==> config.mk <==
export PLATFORM = sky130hd
export DESIGN_NAME = sram_master
export DESIGN_NICKNAME = d
export VERILOG_FILES = /design/src/rtl/sram_master_pkg.sv /design/src/rtl/sram_master.sv
export SDC_FILE = /design/constraint.sdc
export NUM_CORES = 1
export LEC_CHECK = 0
export ABC_CLOCK_PERIOD_IN_PS = 2290
export CAP_MARGIN = 20
export CORE_UTILIZATION = 30
export DETAILED_ROUTE_END_ITERATION = 10
export GPL_TIMING_DRIVEN = 0
export PLACE_DENSITY_LB_ADDON = 0.3
export SLEW_MARGIN = 10
export SYNTH_ARGS = -nofsm -noshare
export SYNTH_HDL_FRONTEND = slang
export SYNTH_SLANG_ARGS = --single-unit
==> constraint.sdc <==
create_clock -name clk -period 2.29 [get_ports clk]
set_clock_uncertainty 0.05 [all_clocks]
set_input_delay 0.229 -clock clk [delete_from_list [all_inputs] [get_ports clk]]
set_output_delay 0.229 -clock clk [all_outputs]
set_load 0.05 [all_outputs]
==> src/rtl/sram_master_pkg.sv <==
// Shared types and strobe constants for the asynchronous SRAM initiator.
// Strobe polarity lives here so the FSM reads in terms of "active"/"inactive".
package sram_master_pkg;

  typedef enum logic [2:0] {
    SRAM_IDLE     = 3'd0,
    SRAM_RD_ACC   = 3'd1,
    SRAM_WR_SETUP = 3'd2,
    SRAM_WR_PULSE = 3'd3,
    SRAM_WR_HOLD  = 3'd4,
    SRAM_DONE     = 3'd5
  } sram_state_t;

  localparam logic SRAM_CE_ACTIVE   = 1'b0;
  localparam logic SRAM_WE_ACTIVE   = 1'b0;
  localparam logic SRAM_OE_ACTIVE   = 1'b0;
  localparam logic SRAM_CE_INACTIVE = 1'b1;
  localparam logic SRAM_WE_INACTIVE = 1'b1;
  localparam logic SRAM_OE_INACTIVE = 1'b1;

  localparam logic [3:0] SRAM_BE_NONE = 4'hF;
  localparam logic [3:0] SRAM_BE_ALL  = 4'h0;

  localparam int CNT_W = 4;

  function automatic logic [3:0] sel_to_be_n(input logic [3:0] sel);
    return ~sel;
  endfunction

endpackage

==> src/rtl/sram_master.sv <==
// Drives an asynchronous SRAM from single-word CPU requests with registered,
// glitch-free CE/OE/WE/BE strobes and a one-cycle completion pulse.
module sram_master
  import sram_master_pkg::*;
#(
  parameter int ADDR_W      = 20,
  parameter int DATA_W      = 32,
  parameter int WAIT_CYCLES = 2
) (
  input  logic              clk,
  input  logic              rst,
  input  logic              req_valid_i,
  input  logic              req_we_i,
  input  logic [ADDR_W-1:0] req_addr_i,
  input  logic [DATA_W-1:0] req_data_i,
  input  logic [3:0]        req_sel_i,
  output logic [DATA_W-1:0] resp_data_o,
  output logic              ack_o,
  output logic              stall_o,
  output logic              busy_o,
  output logic [ADDR_W-1:0] ram_addr_o,
  output logic [DATA_W-1:0] ram_data_o,
  output logic              ram_data_oe,
  input  logic [DATA_W-1:0] ram_data_i,
  output logic              ram_ce_n,
  output logic              ram_oe_n,
  output logic              ram_we_n,
  output logic [3:0]        ram_be_n,
  output logic [2:0]        state_dbg
);

  // Handshake: the CPU raises req_valid_i with a stable request and keeps it
  // up until ack_o; stall_o tells the pipeline to hold until that ack cycle.
  // Any request seen in IDLE is accepted, so the CPU must drop or replace the
  // request during the ack cycle.

  sram_state_t      state, state_nxt;
  logic [CNT_W-1:0] cnt, cnt_nxt;
  logic             last_cycle;

  logic [ADDR_W-1:0] addr_nxt;
  logic [DATA_W-1:0] wdata_nxt;
  logic [DATA_W-1:0] resp_nxt;
  logic              doe_nxt;
  logic              ce_nxt;
  logic              oe_nxt;
  logic              we_nxt;
  logic [3:0]        be_nxt;
  logic              ack_nxt;

  assign last_cycle = (cnt == CNT_W'(WAIT_CYCLES - 1));
  assign stall_o    = req_valid_i & ~ack_o;
  assign busy_o     = (state != SRAM_IDLE);
  assign state_dbg  = state;

  always_ff @(posedge clk or negedge rst) begin
    if (!rst) begin
      state <= SRAM_IDLE;
      cnt   <= '0;
    end else begin
      state <= state_nxt;
      cnt   <= cnt_nxt;
    end
  end

  always_comb begin
    state_nxt = state;
    case (state)
      SRAM_IDLE:     if (req_valid_i) state_nxt = req_we_i ? SRAM_WR_SETUP : SRAM_RD_ACC;
      SRAM_RD_ACC:   if (last_cycle) state_nxt = SRAM_DONE;
      SRAM_WR_SETUP: state_nxt = SRAM_WR_PULSE;
      SRAM_WR_PULSE: if (last_cycle) state_nxt = SRAM_WR_HOLD;
      SRAM_WR_HOLD:  state_nxt = SRAM_DONE;
      SRAM_DONE:     state_nxt = SRAM_IDLE;
      default:       state_nxt = SRAM_IDLE;
    endcase
    // Counter restarts on every state entry; it only advances in timed states.
    if (state_nxt != state) begin
      cnt_nxt = '0;
    end else if (state == SRAM_RD_ACC || state == SRAM_WR_PULSE) begin
      cnt_nxt = cnt + 1'b1;
    end else begin
      cnt_nxt = cnt;
    end
  end

  // Next values of the registered pins; strobes change only on clock edges.
  always_comb begin
    addr_nxt  = ram_addr_o;
    wdata_nxt = ram_data_o;
    resp_nxt  = resp_data_o;
    doe_nxt   = ram_data_oe;
    ce_nxt    = ram_ce_n;
    oe_nxt    = ram_oe_n;
    we_nxt    = ram_we_n;
    be_nxt    = ram_be_n;
    ack_nxt   = 1'b0;
    case (state)
      SRAM_IDLE: begin
        if (req_valid_i) begin
          addr_nxt  = req_addr_i;
          wdata_nxt = req_data_i;
          ce_nxt    = SRAM_CE_ACTIVE;
          if (req_we_i) begin
            be_nxt  = sel_to_be_n(req_sel_i);
            doe_nxt = 1'b1;
          end else begin
            be_nxt = SRAM_BE_ALL;
            oe_nxt = SRAM_OE_ACTIVE;
          end
        end
      end
      SRAM_RD_ACC: begin
        if (last_cycle) begin
          resp_nxt = ram_data_i;
          ce_nxt   = SRAM_CE_INACTIVE;
          oe_nxt   = SRAM_OE_INACTIVE;
          we_nxt   = SRAM_WE_INACTIVE;
          be_nxt   = SRAM_BE_NONE;
        end
      end
      SRAM_WR_SETUP: we_nxt = SRAM_WE_ACTIVE;
      SRAM_WR_PULSE: if (last_cycle) we_nxt = SRAM_WE_INACTIVE;
      SRAM_WR_HOLD: begin
        ce_nxt  = SRAM_CE_INACTIVE;
        doe_nxt = 1'b0;
        be_nxt  = SRAM_BE_NONE;
      end
      SRAM_DONE: ack_nxt = 1'b1;
      default: ;
    endcase
  end

  always_ff @(posedge clk or negedge rst) begin
    if (!rst) begin
      ram_addr_o  <= '0;
      ram_data_o  <= '0;
      resp_data_o <= '0;
      ram_data_oe <= 1'b0;
      ram_ce_n    <= SRAM_CE_INACTIVE;
      ram_oe_n    <= SRAM_OE_INACTIVE;
      ram_we_n    <= SRAM_WE_INACTIVE;
      ram_be_n    <= SRAM_BE_NONE;
      ack_o       <= 1'b0;
    end else begin
      ram_addr_o  <= addr_nxt;
      ram_data_o  <= wdata_nxt;
      resp_data_o <= resp_nxt;
      ram_data_oe <= doe_nxt;
      ram_ce_n    <= ce_nxt;
      ram_oe_n    <= oe_nxt;
      ram_we_n    <= we_nxt;
      ram_be_n    <= be_nxt;
      ack_o       <= ack_nxt;
    end
  end

endmodule

* Word-level counts from Yosys, hierarchy flattened *
Cells that the tools add are included.

word-level totals
  register bits after elaboration = 100
  bits of input ports = 92
  output and inout bits = 98
  logic and storage cells = 64

cells by class
  reductions and logical operators = 15
  mux-type cells = 22
  $add $sub $neg = 1
  bitwise logic cells = 3
  equality and inequality tests = 12

operators by type and width
  cell                                                    number
  two-way mux 4 bit                                       5
  one-hot mux 3 bit (5 select lines)                      1
  one-hot mux 4 bit (3 select lines)                      1
  two-way mux 3 bit                                       3
  inequality test 2 bit (second input constant)           4
  nonzero test 2 bit                                      4
  two-way mux 1 bit                                       7
  == test 3 x 2 -> 1 bit (second input constant)          2
  == test 3 bit (second input constant)                   2
  one-hot mux 1 bit (2 select lines)                      3
  AND reduction 2 bit                                     3
  AND reduction 3 bit                                     2
  nonzero test 3 bit                                      2
  adder 4 x 1 -> 4 bit (second input constant)            1
  == test 4 x 1 -> 1 bit (second input constant)          1
  inverter 4 bit                                          1
  AND reduction 4 bit                                     1
  == test 3 x 1 -> 1 bit (second input constant)          1
  zero test 3 bit                                         1
  inequality test 3 bit                                   1
  one-hot mux 1 bit (3 select lines)                      1
  two-way mux 2 bit                                       1
  inequality test 2 x 1 -> 1 bit (second input constant)  1
  OR reduction 2 bit                                      1
  3 further kinds                                         3

* Depth between registers and ports, before layout *
Gate-level depths: netlist of run 1.

  depth after elaboration = 5
  gate-level depth with buffers = 7

* Worst setup path before layout of run 1 *
No wires, ideal clock.

  path type = flip-flop to flip-flop
  from = register state[0], in the netlist state_dbg[0]
  to = register ram_data_o[0]
  clock period less this slack = 2.200 ns
  path buffers = 3
  data arrival time = 2.026 ns
  required time = 2.115 ns
  stages on the path, launching flop included = 7
  slack = 0.090 ns
  cell sequence = dfrtp_1 clkbuf_1 nor3_1 and2_1 buf_2 buf_4 mux2_2

between the ends
  longest elaborated chain between the ends = 2

RTL lines
  what                           line                source
  start, declared                sram_master.sv:37   sram_state_t state, state_nxt;
  start signal, assigned         sram_master.sv:61   state <= state_nxt;
  zero test 3 bit                sram_master.sv:98   case (state)
  AND reduction 2 bit (no line)  --
  end signal, assigned           sram_master.sv:147  ram_data_o <= wdata_nxt;
  end, declared                  sram_master.sv:22   output logic [DATA_W-1:0] ram_data_o,

Every way passes these cells.
A chain may end at the register's enable or synchronous reset.

* Final worst setup path of run 1 *
  from = register cnt[1]
  to = register resp_data_o[10]

between the ends
  longest elaborated chain between the ends = 2

RTL lines
  what                           line                source
  start, declared                sram_master.sv:38   logic [CNT_W-1:0] cnt, cnt_nxt;
  start signal, assigned         sram_master.sv:62   cnt <= cnt_nxt;
  == test 4 x 1 -> 1 bit         sram_master.sv:51   assign last_cycle = (cnt == CNT_W'(WAIT_CYCLES - 1));
  AND reduction 2 bit (no line)  --
  end signal, assigned           sram_master.sv:148  resp_data_o <= resp_nxt;
  end, declared                  sram_master.sv:17   output logic [DATA_W-1:0] resp_data_o,

Every way passes these cells.

==> flow_summary.json, run 1 <==
{
  "status": "completed",
  "hold_violations": 0,
  "ant_nets": 0,
  "finalCritPeriodShare_pct": 94.4,
  "rr_worst_depth": 7,
  "grt_util_all_layers_pct": 14.5,
  "start_util_pct": 30.7,
  "die_w_um": 118,
  "dp_hpwl_um": 7130,
  "rrSetupSlack_ns": 0.13,
  "syn2layout_area_growth_pct": 61.0,
  "grt_pass1_wl_um": 15600,
  "holdPathEnd": "ram_data_oe",
  "layout_min_cycle_time_ns": 2.16,
  "wl_per_cell_um": 14.9,
  "min_delay_path_depth": 3,
  "crit_type": "flip-flop to flip-flop",
  "wl_met1_um": 4090,
  "core-area_mm2": 0.0132,
  "yosysSeqAreaShare_pct": 62.1,
  "max_clock_freq_mhz": 463,
  "synth_cell_types": 32,
  "top_layer_used": "met4",
  "die_area_mm2": 0.0140,
  "crit_path_start_kind": "flip-flop",
  "grt_max_degree": 54,
  "critical_path.max_stage_delay_ns": 0.39,
  "clkSinkCount": 100,
  "min-delay-start": "req_valid_i",
  "syn_area_mm2": 0.00405,
  "cp.required_ns": 2.46,
  "timing.rr.start": "cnt[1]",
  "antenna_found_initial": 0,
  "cpMostUsedCell": "buf_6",
  "critPathBufInv": 3,
  "clk_latency_ns": 0.34,
  "critical_path.top_delay_family": "simple AND/OR/NAND/NOR gates",
  "antenna_cells": 0,
  "layout_setup_ws_ns": 0.128,
  "r2r_end": "resp_data_o[10]",
  "arrival_ns": 2.34,
  "drt-initial-drc-count": 71,
  "nNetsFinal": 562,
  "worst_pin_slew_ns": 0.675,
  "rows": 42,
  "num_vias": 2845,
  "setup-violations-final": 0,
  "end_kind": "flip-flop",
  "clock_path_buffers": 2,
  "max_cap_violations": 0,
  "root_buffer": "clkbuf_16",
  "pre_cts_ws_ns": -0.210,
  "syn_nets": 358,
  "die_y_um": 118,
  "place.gp.congestion": 0.750,
  "yosys_register_bits": 100,
  "critical-path-slowest-cell": "or3b_4",
  "cts-buffers-inserted": 9,
  "cts-htree-levels": 3,
  "yosys_warnings": 0,
  "firstDrtPassIters": 4,
  "avgViaCountPerCell": 4.38,
  "io_pins": 190,
  "met3WireLength_um": 604,
  "seqCellArea_mm2": 0.00251,
  "dr_wl_met2_um": 4810,
  "nFillCells": 1186,
  "synthCells": 264,
  "multi_input_area_mm2": 0.00141,
  "path_cells": "inv_1 -> ha_2 -> or3b_4 -> or3_4 -> buf_6 -> buf_6 -> mux2_4",
  "grt_pass1_vias": 3052,
  "clkTransAtPathRegs_ns": 0.07,
  "finalMaxSlewViolations": 0,
  "cts_tree": "built",
  "wl_um": 9650,
  "drc": 0,
  "hold_class": "input port to flip-flop",
  "port_buffers": 188,
  "grt_setup_unrepaired": "false",
  "slew_headroom_pct": 54.6,
  "syn_avg_cell_area_um2": 15.3,
  "drive_gt1_share_pct": 26.6,
  "crit_fanout": 10,
  "grt-ovfl-total": 0
}
[cells by family after synthesis]
group	after synthesis	share of synthesized area [%]
flip-flops	100	62.1
buffers and inverters	26	3.52
multiplexers	84	26.1
adder cells (fa/ha/maj)	2	0.618
AND/OR/NAND/NOR	26	3.53
XOR/XNOR	1	0.216
AO/OA/AOI/OAI	25	3.99
[cells in the mapped netlist, drive strengths merged]
cell / instances / area (um2)
a211o: 2 / 17.5
a21bo: 1 / 10.0
a21oi: 7 / 35.0
a22oi: 4 / 30.0
a2bb2oi: 1 / 8.76
a31oi: 1 / 6.26
and2: 1 / 6.26
buf: 10 / 82.6
clkbuf: 5 / 18.8
dfrtp: 93 / 2330
dfstp: 7 / 184
ha: 2 / 25.0
inv: 11 / 41.3
mux2: 84 / 1050
nand2: 5 / 18.8
nand2b: 6 / 37.5
nand3: 2 / 10.0
nand4: 1 / 6.26
nor2: 4 / 15.0
nor3: 3 / 15.0
nor4: 1 / 6.26
o211a: 1 / 10.0
o211ai: 1 / 7.51
o21ai: 6 / 30.0
o22ai: 1 / 6.26
or3: 1 / 6.26
or3b: 1 / 11.3
or4b: 1 / 10.0
xor2: 1 / 8.76
[how the worst max path moves through the flow]
| stage | from | to | slack (ns) | cells past startpoint |
|---|---|---|---|---|
| global route | state_dbg[0] | ram_data_o[7] | 0.03 | 6 |
| finish | cnt[1] | resp_data_o[10] | 0.13 | 7 |
| detailed placement | state_dbg[0] | ram_data_o[10] | -0.21 | 6 |
| floorplan | state_dbg[0] | ram_data_o[0] | 0.09 | 6 |
| global placement | rst | ram_data_o[30] | -2.81 | 1 |
| CTS | cnt[1] | resp_data_o[15] | 0.05 | 7 |
[metrics by stage]
stage               TNS [ns]  hold slack, ns  cell area (um2)  util [%]  cells
finish                     0           0.309             6510      49.4    649
global placement     -276.04           0.410             6150      46.6    628
detailed placement     -5.01           0.253             6170      46.8    629
global route               0           0.363             6510      49.4    649
CTS                        0           0.304             6480      49.2    646
floorplan                  0          -0.117             4050         -    264
[final cells by class]
class | instances | area share [%]
Buffer | 15 | 1.56
Clock buffer | 13 | 4.15
Multi-Input combinational cell | 138 | 21.7
Timing Repair Buffer | 193 | 29.8
Inverter | 11 | 0.634
Tap cell | 176 | 3.38
Clock inverter | 3 | 0.307
Sequential cell | 100 | 38.6
[cell usage in the layout (no fill, tap or decap), types with 4 or more instances in the layout]
master	Yosys	layout
a21oi_1	7	7
a22oi_1	4	4
buf_4	3	7
buf_6	4	4
clkbuf_1	5	6
clkbuf_16	0	9
clkdlybuf4s50_1	0	186
dfrtp_1	93	93
dfstp_2	7	7
inv_1	11	11
mux2_2	55	55
mux2_4	29	29
nand2_1	5	5
nand2b_1	6	6
nor2_1	4	4
o21ai_0	6	6
[state kept, by name, indices dropped and copies added (netlist names)]
name and cells:
ram_addr_o 20, ram_oe_n 1, ack_o 1, state_dbg 3, cnt 4, resp_data_o 32, ram_be_n 4, ram_ce_n 1
ram_data_o 32, ram_we_n 1, ram_data_oe 1
[metal layers]
metal / vias to the layer above / track usage, %
li1: 1322 / -
met2: 98 / 23.9
met5: - / 0
met3: 12 / 4.63
met4: 0 / 5.05
met1: 1413 / 17.8
[worst reg2reg max path, cell delays in order (launching register included)]
cell and delay [ns]:
dfrtp_1 0.38, inv_1 0.08, ha_2 0.17, or3b_4 0.39, or3_4 0.37, buf_6 0.14
buf_6 0.16, mux2_4 0.31
[timing repair]
item | 4_1_cts | 5_1_grt
pin swaps | 0 | 1
endpoints found under the hold margin | 40 | 0
resized for setup | 3 | 2
setup buffers | 0 | 3
hold buffers | 1 | 0
setup endpoints to repair | 32 | 46
Power of run 1 is not shown: default switching activity piles up to over one toggle a cycle in this logic, so the estimate is an artifact.
==> inputs of run 2 (changes only) <==
Settings changed: ABC_AREA set to 1, CORE_MARGIN set to 2.
==> run 2 against run 1 <==
  * Register-to-register slack improved by 0.43 ns
  * Sequential share of layout area is 0.10 points higher
  * Global-route usage rose by 0.80 points
  * Final cell count grew 29%
  * Wire length grew 9.8%
  * First-iteration DRC count grew to 2.6 times the previous value
  * Synthesized cell count grew 72%
  * Largest cell class unchanged
==> flow_summary.json, run 2 <==
{
  "clk_latency_ns": 0.34,
  "ant_nets": 0,
  "crit_type": "input port to output port",
  "dpl.cell_count": 820,
  "swShare_pct": 49.9,
  "cts_tree": "built",
  "finalMaxSlewViolations": 0,
  "crit_fanout": 3,
  "power_density_mw_per_mm2": 1710,
  "crit_path_start_kind": "input port",
  "synth_top_area_share_pct": 57.4,
  "die_area_mm2": 0.0145,
  "dp_hpwl_um": 7950,
  "core-area_mm2": 0.0132,
  "arrival_ns": 1.87,
  "syn_avg_cell_area_um2": 8.93,
  "status": "completed",
  "finalCritPeriodShare_pct": 93.8,
  "syn_nets": 548,
  "firstDrtPassIters": 5,
  "synth_most_common_cell": "nand2_1",
  "max_clock_freq_mhz": 465,
  "clock_path_buffers": 2,
  "start_util_pct": 30.6,
  "p_total_w": 0.0111,
  "mostFrequentLayoutCells": "269 x nand2_1, 187 x clkdlybuf4s50_1, 93 x dfrtp_1",
  "wl_per_cell_um": 12.7,
  "num_vias": 3553,
  "hold_class": "input port to flip-flop",
  "syn_area_mm2": 0.00405,
  "top_regs": "ram_data_o (32), resp_data_o (32), ram_addr_o (20)",
  "wl_um": 10600,
  "yosysTopAreaCell": "dfrtp_1",
  "root_buffer": "clkbuf_16",
  "holdPathEnd": "ram_addr_o[17]",
  "synth.top_cells.by_count": "269 x nand2_1, 93 x dfrtp_1, 16 x inv_1",
  "drive_gt1_share_pct": 7.56,
  "io_pins": 190,
  "hold_violations": 0,
  "design_area_mm2": 0.00650,
  "nFillCells": 1284,
  "drc": 0,
  "synth_cell_types": 25,
  "max_cap_violations": 0,
  "min-delay-start": "req_addr_i[17]",
  "antenna_cells": 0,
  "cp.required_ns": 2.01,
  "finalNonFillerCells": 837,
  "clkSinkCount": 100,
  "async_flop_share_pct": 100,
  "grt_setup_unrepaired": "false",
  "drt-initial-drc-count": 182,
  "synth_area_leaders": "dfrtp_1 57%, nand2_1 25%, dfstp_2 4.5%, buf_6 1.9%, inv_1 1.5%",
  "final_common_cell": "nand2_1",
  "grt_pass1_vias": 3522,
  "rrSetupSlack_ns": 0.56,
  "place_area_mm2": 0.00619,
  "grt_pass1_wl_um": 17500,
  "antenna_found_initial": 0,
  "p_comb_share_pct": 58.3,
  "avgViaCountPerCell": 4.24,
  "clockPowerShare_pct": 13.3,
  "p_seq_share_pct": 28.4,
  "rows": 42,
  "place.gp.congestion": 0.823,
  "slew_headroom_pct": 55.6,
  "internal_power_w": 0.00555,
  "grt-ovfl-total": 0,
  "syn2layout_area_growth_pct": 60.3,
  "clkTransAtPathRegs_ns": 0.07,
  "port_buffers": 189,
  "r2r_end": "ram_data_o[15]",
  "die_w_um": 120,
  "yosys_warnings": 0,
  "yosys_register_bits": 100,
  "setup-violations-final": 0,
  "p_switching_w": 0.00553,
  "min_delay_path_depth": 3,
  "rr_worst_depth": 6,
  "postCtsSetupRepairBufs": 0,
  "ir_worst_vdd_mv": 0.655,
  "setup-tns-final_ns": 0,
  "layout_min_cycle_time_ns": 2.15,
  "timing.rr.start": "state_dbg[1]",
  "cts-htree-levels": 3,
  "cts-buffers-inserted": 9,
  "worst_pin_slew_ns": 0.665,
  "grt_util_all_layers_pct": 15.3,
  "die_y_um": 120,
  "yosysSeqAreaShare_pct": 62.0,
  "grt_max_degree": 52,
  "final_util_pct": 49.1,
  "synthCells": 454,
  "end_kind": "output port",
  "synth-edff-count": 0,
  "ys.flop_type": "dfrtp_1",
  "leakage_nw": 3.15,
  "nNetsFinal": 750
}
-- run 2: cell count changes after synthesis, moves of 3 or more --
cell,change
buf_1,+4
inv_1,+5
inv_2,+4
a22oi_1,-4
buf_6,+3
nand2b_1,-6
mux2_2,-55
mux2_4,-29
nand2_1,+264
nor2_1,+10
nor3_1,+3
clkbuf_1,-5
xnor2_1,+3
-- run 2: power groups by stage --
stage | clock network (W) | registers, W | logic [W]
after floorplan | 0 | 0.00598 | 0.00141
after global placement | 0 | 0.00314 | 0.00645
after detailed placement | 0 | 0.00316 | 0.00653
after CTS | 0.00154 | 0.00315 | 0.00653
after global routing | 0.00161 | 0.00327 | 0.00687
final | 0.00148 | 0.00315 | 0.00646
-- run 2: layer usage --
metal | up-vias | GRT usage, % | wire length (um)
li1 | 1777 | - | -
met3 | 7 | 5.14 | 925
met5 | - | 0 | 0
met1 | 1626 | 20.6 | 4910
met4 | 0 | 4.80 | 112
met2 | 143 | 23.4 | 4650
-- run 2: kinds of logic (layout without fill, tap and decap cells) --
kind of cell,Yosys count,count (layout),share of synthesized area (%)
AOI/OAI and AO/OA,13,13,1.76
xor gates and xnor gates,3,3,0.648
adders and majority gates,2,2,0.617
buffers and inverters,37,244,5.16
DFF,100,100,62.0
and+or+nand+nor,299,299,29.9
-- run 2: layout make-up --
class                      instances  area (um2)  share of cell area [%]
buffer                            17         134                    2.06
clock buffer                      12         267                    4.10
clock inverter                     4        31.3                   0.482
inverter                          20        75.1                    1.16
multi-input combinational        317        1330                    20.5
sequential                       100        2510                    38.7
tap                              176         220                    3.39
timing repair buffer             191        1930                    29.6
-- run 2: worst max-delay path by stage --
stage | startpoint | to | slack, ns
global placement | rst | ram_addr_o[0] | -2.80
floorplan | state_dbg[1] | ram_addr_o[10] | 0.46
CTS | req_valid_i | stall_o | 0.1
global route | req_valid_i | stall_o | 0.08
finish | req_valid_i | stall_o | 0.14
detailed placement | req_valid_i | stall_o | 0.11
-- run 2: critical path, stage by stage --
cell and delay, ns:
clkdlybuf4s50_1 0.53, inv_1 0.15, nor2_1 0.12, clkdlybuf4s50_1 0.84
-- run 2: per-stage QoR --
stage / hold WS [ns] / setup slack [ns]
after floorplan: -0.117 / 0.458
after global placement: 0.400 / -2.80
after detailed placement: 0.255 / 0.108
after CTS: 0.351 / 0.0963
after global routing: 0.364 / 0.0823
final: 0.368 / 0.142
-- run 2: what timing repair did --
action                                 CTS  global route
endpoints found under the hold margin   47             0
setup endpoints to repair                1             0
gates resized for setup                  1             0
hold buffers                             1             0
(Power assumes the default switching activity.)
==> inputs of run 3 (changes only) <==
Settings changed: CTS_CLUSTER_SIZE set to 10.
==> results of run 3 <==
No change in the layout: final DEF, timing and power equal those of run 2.
